===== src/rtl/fb_arb_pkg.sv =====
// rtl/fb_arb_pkg.sv - shared widths and grant encoding for the framebuffer arbiter
package fb_arb_pkg;

  localparam int ADDR_W_DEF = 14;
  localparam int DATA_W_DEF = 16;
  localparam logic [3:0] SPRAM_MASK_ALL = 4'b1111;

  typedef enum logic [1:0] {
    GNT_NONE,
    GNT_RD,
    GNT_WR
  } gnt_e;

endpackage


===== src/rtl/fb_wr_fifo.sv =====
// rtl/fb_wr_fifo.sv - two-entry write buffer holding {addr, data} words from the camera
module fb_wr_fifo #(
  parameter int W = 30
) (
  input  logic         clk,
  input  logic         reset,
  input  logic         push,
  input  logic         pop,
  input  logic [W-1:0] din,
  output logic [W-1:0] dout,
  output logic         full,
  output logic         empty
);

  logic [W-1:0] mem [2];
  logic         wr_ptr;
  logic         rd_ptr;
  logic [1:0]   count;
  logic         do_push;
  logic         do_pop;

  assign full    = (count == 2'd2);
  assign empty   = (count == 2'd0);
  assign do_push = push && !full;
  assign do_pop  = pop && !empty;
  assign dout    = mem[rd_ptr];

  always_ff @(posedge clk) begin
    if (do_push) begin
      mem[wr_ptr] <= din;
    end
  end

  always_ff @(posedge clk) begin
    if (reset) begin
      wr_ptr <= 1'b0;
      rd_ptr <= 1'b0;
      count  <= 2'd0;
    end else begin
      if (do_push) begin
        wr_ptr <= ~wr_ptr;
      end
      if (do_pop) begin
        rd_ptr <= ~rd_ptr;
      end
      // Concurrent push and pop leaves occupancy unchanged
      case ({do_push, do_pop})
        2'b10:   count <= count + 2'd1;
        2'b01:   count <= count - 2'd1;
        default: count <= count;
      endcase
    end
  end

endmodule


===== src/rtl/framebuffer_arbiter.sv =====
// rtl/framebuffer_arbiter.sv - single-port SPRAM arbiter between camera writes and VGA reads
module framebuffer_arbiter
  import fb_arb_pkg::*;
#(
  parameter int ADDR_W       = ADDR_W_DEF,
  parameter int DATA_W       = DATA_W_DEF,
  parameter int MAX_RD_BURST = 4
) (
  input  logic              clk,
  input  logic              reset,
  input  logic              wr_req,
  input  logic [ADDR_W-1:0] wr_addr,
  input  logic [DATA_W-1:0] wr_data,
  output logic              wr_ready,
  input  logic              rd_req,
  input  logic [ADDR_W-1:0] rd_addr,
  output logic              rd_ready,
  output logic              rd_valid,
  output logic [DATA_W-1:0] rd_data,
  output logic [ADDR_W-1:0] spram_addr,
  output logic [DATA_W-1:0] spram_datain,
  output logic              spram_wren,
  output logic [3:0]        spram_maskwren,
  output logic              spram_cs,
  input  logic [DATA_W-1:0] spram_dataout
);

  localparam int ENT_W = ADDR_W + DATA_W;
  localparam int CNT_W = $clog2(MAX_RD_BURST + 1);
  localparam logic [CNT_W-1:0] BURST_MAX = CNT_W'(MAX_RD_BURST);

  logic              fifo_push;
  logic              fifo_pop;
  logic              fifo_full;
  logic              fifo_empty;
  logic [ENT_W-1:0]  fifo_head;
  logic [ADDR_W-1:0] head_addr;
  logic [DATA_W-1:0] head_data;
  logic [CNT_W-1:0]  rd_burst_cnt;
  logic              burst_at_max;
  gnt_e              gnt;

  assign wr_ready  = !reset && !fifo_full;
  assign fifo_push = wr_req && wr_ready;
  assign fifo_pop  = (gnt == GNT_WR);
  assign {head_addr, head_data} = fifo_head;

  fb_wr_fifo #(
    .W(ENT_W)
  ) u_wr_fifo (
    .clk  (clk),
    .reset(reset),
    .push (fifo_push),
    .pop  (fifo_pop),
    .din  ({wr_addr, wr_data}),
    .dout (fifo_head),
    .full (fifo_full),
    .empty(fifo_empty)
  );

  assign burst_at_max = (rd_burst_cnt == BURST_MAX);

  // Reads win unless a pending write has already waited out a full read burst
  always_comb begin
    gnt = GNT_NONE;
    if (!reset) begin
      if (!fifo_empty && (!rd_req || burst_at_max)) begin
        gnt = GNT_WR;
      end else if (rd_req) begin
        gnt = GNT_RD;
      end
    end
  end

  assign spram_cs       = (gnt != GNT_NONE);
  assign spram_wren     = (gnt == GNT_WR);
  assign spram_addr     = (gnt == GNT_WR) ? head_addr : rd_addr;
  assign spram_datain   = head_data;
  assign spram_maskwren = SPRAM_MASK_ALL;
  assign rd_ready       = (gnt == GNT_RD);
  assign rd_data        = spram_dataout;

  always_ff @(posedge clk) begin
    if (reset) begin
      rd_burst_cnt <= '0;
    end else if (gnt == GNT_WR || fifo_empty) begin
      rd_burst_cnt <= '0;
    end else if (gnt == GNT_RD && !burst_at_max) begin
      rd_burst_cnt <= rd_burst_cnt + 1'b1;
    end
  end

  // SPRAM output register lands one cycle after the access
  always_ff @(posedge clk) begin
    if (reset) begin
      rd_valid <= 1'b0;
    end else begin
      rd_valid <= (gnt == GNT_RD);
    end
  end

endmodule


===== config.mk =====
export PLATFORM = sky130hd
export DESIGN_NAME = framebuffer_arbiter
export DESIGN_NICKNAME = d
export VERILOG_FILES = /design/src/rtl/fb_arb_pkg.sv /design/src/rtl/fb_wr_fifo.sv /design/src/rtl/framebuffer_arbiter.sv
export SDC_FILE = /design/constraint.sdc
export NUM_CORES = 1
export LEC_CHECK = 0
export ABC_AREA = 1
export CAP_MARGIN = 20
export CORE_ASPECT_RATIO = 0.6
export CORE_UTILIZATION = 30
export DETAILED_ROUTE_END_ITERATION = 10
export DONT_BUFFER_PORTS = 1
export GPL_TIMING_DRIVEN = 1
export HOLD_SLACK_MARGIN = 0.08
export PLACE_DENSITY = 0.47
export SYNTH_ARGS = -nofsm -noshare
export SYNTH_HDL_FRONTEND = slang
export SYNTH_SLANG_ARGS = --single-unit

===== constraint.sdc =====
create_clock -name clk -period 5 [get_ports clk]
set_clock_uncertainty 0.2 [all_clocks]
set_input_delay 0.5 -clock clk [delete_from_list [all_inputs] [get_ports clk]]
set_output_delay 0.5 -clock clk [all_outputs]
set_load 0.05 [all_outputs]

; ---- Yosys cells after proc, flatten, opt, wreduce, memory -nomap -nowiden
; Memories as Yosys holds them, arrays and structs flattened. A register that Yosys moved wholly into a read port is not among the register bits.
; Index checks and enable logic that the tools add are counted.
[totals]
register_bits = 8
latchBits = 0
mem_bits_rw = 60
mem_bits_ro = 0
output_inout_bits = 55
n_memories = 1
[mem_list]
columns = name, depth, word_bits, rd, rd_clocked_by_memory_dff, wr, line_no
row1 = u_wr_fifo.mem, 2, 30, 1, 1, 1, fb_wr_fifo.sv:15  ; logic [W-1:0] mem [2];
[classes]
addsub = 3
multipliers = 0
div = 0
order_cmp = 0
n_eq_ne = 6
shift = 0
n_mux = 9
bitwise = 2
n_reduce_logical = 17
[ops]
columns = cell, count
row1 = $mux W14, 1
row2 = $eq A2 B2 Y1 const B, 3
row3 = $logic_and A1 B1 Y1, 6
row4 = $logic_not A1 Y1, 5
row5 = $mux W1, 5
row6 = $eq A2 B1 Y1 const B, 2
row7 = $mux W2, 2
row8 = $pmux W2 S2, 1
row9 = $reduce_bool A2 Y1, 2
row10 = $add A3 B1 Y3 const B, 1
row11 = $eq A3 B3 Y1 const B, 1
row12 = $add A2 B1 Y2 const B, 1
row13 = $logic_not A2 Y1, 1
row14 = $logic_or A1 B1 Y1, 2
row15 = $not A1 Y1, 2
row16 = $reduce_or A2 Y1, 1
row17 = $sub A2 B1 Y2 const B, 1

; ---- Depth between registers and ports, before layout
[logic_depth]
depth_word = 9
depth_mapped = 13
mapped_depth_nobuf = 12

; ---- Hierarchy
; Synthesis repeated with hierarchy kept, for this count alone.
[hier_totals]
hier_cells = 225
hier_area_um2 = 3006.6
[by_module_without_submodules]
columns = module, instances, cells_each, area_each_um2, seq_area_each_um2
row1 = fb_wr_fifo, 1, 133, 2434.8, 1901.8
row2 = framebuffer_arbiter, 1, 92, 571.8, 80.1

; ---- Worst setup path after synthesis
; No wires, ideal clock.
[synth_timing]
kind = input-to-reg
start = input reset
end = memory u_wr_fifo.mem[0][0] (enable)
setup_time_ns = 0.417
arrival_ns = 2.008
required_ns = 4.383
path_slack_ns = 2.375
path_stages = 3
cell_sequence = inv_1 nand3_2 nor2_1
[synth_via]
elab_chain_len = 6
[synth_rtl]
columns = item, line_no
row1 = start: declaration, framebuffer_arbiter.sv:10  ; input logic reset,
row2 = $logic_not A1 Y1, -
row3 = $logic_and A1 B1 Y1, framebuffer_arbiter.sv:43  ; assign wr_ready = !reset && !fifo_full;
row4 = $logic_and A1 B1 Y1, framebuffer_arbiter.sv:44  ; assign fifo_push = wr_req && wr_ready;
row5 = $logic_and A1 B1 Y1, fb_wr_fifo.sv:24  ; assign do_push = push && !full;
row6 = $mux W1, fb_wr_fifo.sv:29  ; if (do_push) begin
row7 = $mux W1 (not written as such), fb_wr_fifo.sv:30  ; mem[wr_ptr] <= din;
row8 = end: declaration, fb_wr_fifo.sv:15
; No other way between the ends.

==> flow_summary_export.csv <==
group,metric,value,unit
grt,use_met1,14.4,%
routing,totalWireLength,5520,um
critical_path,startpoint_type,"flip-flop",
die,core_area,9390,um2
power,power.density,406,nW/um2
routing,routedWlPerCell,13.6,um
place,routabilityCongestion,0.646,
routing,initialDrtViolationCount,72,
power,power.internal,1070,uW
critical_path,cp_cell_sequence,"inv_1 -> o21ai_0 -> o21ai_1",
die,die_y,79.0,um
die,start_util,31.6,%
clocking,clock_latency,0.32,ns
sta,finalHoldViolations,0,
layout,drive_gt1_share,17.0,%
power,p_total,1440,uW
synthesis,synth.top_cell.area_share,60.8,%
layout,area_growth,19.6,%
critical_path,criticalPathCategory,"reg2out",
power,power_frac_seq,45.8,%
sta,period_share,59.1,%
critical_path,crit_path_top_delay_cell,"o21ai_1",
critical_path,critPathMaxFanout,30,
critical_path,cp-end-kind,"output pin",
synthesis,synth_edf_count,60,
routing,drc,0,
place,dp_cells,359,
synthesis,ys_warn_count,0,
critical_path,cp_top_family,"compound AO/OA/AOI/OAI gates",
die,die_w,130,um
grt,grt-busiest-layer,"met2",
critical_path,worstPathRequired,4.30,ns
grt,use_met2,17.3,%
grt,grt_max_degree,34,
synthesis,synth_cells,254,
sta,maxSlewHeadroom,31.0,%
clocking,clk_pin_slew_worst_paths,0.05,ns
power,p_leak,0.00136,uW
layout,instances_no_fill,406,
clocking,clockBufferDepth,2,
layout,final_common_cell,"nand2_1",
clocking,cts.sinks,69,
synthesis,synth.avg_cell_area,11.7,um2
power,clkPwrFrac,40.5,%
clocking,htree_levels,3,
synthesis,ys_ff_latch,69,
die,die_area,10300,um2
synthesis,synth_seq_area_share,66.9,%
grt,grt_pass1_vias,1703,
die,io_pins,119,
clocking,cts.repair_timing.setup_buffer_count,0,
power,ir_worst_vdd,0.215,mV
sta,finalSetupViolations,0,
grt,grt_util_met3,5.73,%
clocking,root_buffer,"clkbuf_16",
sta,finalCriticalPeriod,2.95,ns
outcome,status,"finished, final reports clean",
sta,grt_setup_unrepaired,"no",
layout,n_antenna_cell,0,
place,place_area,2950,um2
synthesis,synthTopCellsByArea,"edfxtp_1, nand2_1, dfxtp_1, buf_4, o21ai_2",
layout,final_nets,338,
clocking,cts_tree,"done",
grt,antenna_found_initial,0,
sta,final-max-slew-violation-count,0,
synthesis,yosysUniqueCellTypes,24,
synthesis,synthFlopType,"edfxtp_1",
place,io_buffers,0,
synthesis,async_flop_share,0,%
routing,num_vias,1728,
routing,ant_nets,0,
worst_hold_path,hold_class,"in2reg",
sta,setup_tns,0,ns
synthesis,synth.cell_area,2960,um2
critical_path,path_buf_inv,1,
layout,postLayoutCellArea,3540,um2
synthesis,yosys.area.top_type,"edfxtp_1",
clocking,cts_resized,0,
critical_path,worstPathArrival,2.25,ns
routing,drt-pass1-iter-count,3,
flow_run,max_cap_viol_count,0,
sta,fmax,338,MHz
grt,grt-ovfl-total,0,
routing,vias_per_cell,4.26,
grt,grtUsageTotal,11.7,%
sta,worst_slew_pin_slew,1.04,ns
grt,grt_pass1_wl,8630,um
power,p_sw,370,uW
critical_path,slowest_delay,0.77,ns
place,dpl.hpwl,3470,um
clocking,cts_buffers,9,
die,row_count,27,
power,p_sw_share,25.7,%
power,comb_power_share,13.7,%
layout,final_cell_mix,"nand2_1, edfxtp_1, dlygate4sd3_1",
-- through the flow --
step           hold slack [ns]  util (%)  setup WS (ns)
6_report                 0.180      37.7           2.05
5_1_grt                  0.184      37.7           1.81
4_1_cts                  0.164      37.7           1.94
3_5_place_dp             0.252      31.4           2.29
3_3_place_gp             0.243      31.4           2.29
2_1_floorplan            0.217         -           2.37
-- area by class of cell --
class,count,area [um2]
flip-flops and latches,69,1980
well taps,130,163
clock buffers,15,278
inverters,13,48.8
multi-input cells,146,751
clock inverters,1,5.00
repair buffers,32,318
fillers,959,5850
-- logic make-up after synthesis --
kind of cell    Yosys count  share of synthesized area, %
flops                    69                          66.9
buf+inv                  42                          8.70
compound gates           35                          7.60
fa+ha+maj                 3                          1.27
other cells               1                         0.127
simple gates            103                          15.2
xor+xnor                  1                         0.296
-- flip-flops by register name (all words and copies together) (netlist names), named ones only --
signal / count
u_wr_fifo.count: 2
u_wr_fifo.rd_ptr: 1
rd_burst_cnt: 3
rd_valid: 1
u_wr_fifo.wr_ptr: 1
u_wr_fifo.mem: 60
-- synth_stat cells, types with 2 or more instances --
cell	n
clkbuf_1	4
o21ai_1	2
nand2_1	71
a21oi_1	2
buf_6	3
o21ai_2	13
ha_1	3
edfxtp_1	60
dfxtp_1	9
o21ai_0	17
or2_2	14
buf_4	20
inv_1	13
buf_2	2
nor2_1	12
-- routing by layer --
| layer | part of all wire [%] | vias to the layer above | wire length (um) |
|---|---|---|---|
| met1 | 46 | 786 | 2530 |
| met2 | 44 | 66 | 2400 |
| met3 | 8.7 | 15 | 480 |
| li1 | - | 861 | - |
| met5 | 0 | - | 0 |
| met4 | 1.8 | 0 | 97 |
-- what timing repair did --
| item | in CTS | in global routing |
|---|---|---|
| setup endpoints to repair | 0 | 0 |
| hold endpoints to repair | 61 | 0 |
| hold buffers | 31 | 0 |
-- worst register-to-register path, stage by stage (launching register included) --
cell	delay, ns
dfxtp_1	0.35
inv_1	0.05
ha_1	0.18
nand2_1	0.09
nand2_1	0.09
nand2_4	0.34
inv_1	0.09
ha_1	0.33
inv_1	0.06
a31oi_1	0.18
nor2_1	0.06
-- final timing paths --
path / slack [ns] / cells past startpoint / from / end
worst max register to register: 2.87 / 10 / rd_burst_cnt[0] / u_wr_fifo.count[1]
worst max-delay path: 2.05 / 3 / flip-flop / spram_addr[13]
worst min register to register: 0.26 / 1 / rd_burst_cnt[0] / rd_burst_cnt[0]
worst min-delay path: 0.18 / 2 / rd_req / rd_valid
-- power by group through the flow --
| stage | Clock (uW) | Sequential, uW | Combinational (uW) |
|---|---|---|---|
| 2_1_floorplan | 0 | 670 | 196 |
| 3_3_place_gp | 0 | 671 | 177 |
| 3_5_place_dp | 0 | 671 | 177 |
| 4_1_cts | 602 | 659 | 200 |
| 5_1_grt | 628 | 661 | 212 |
| 6_report | 583 | 659 | 197 |
No activity file was read; power rests on OpenSTA's default activity.
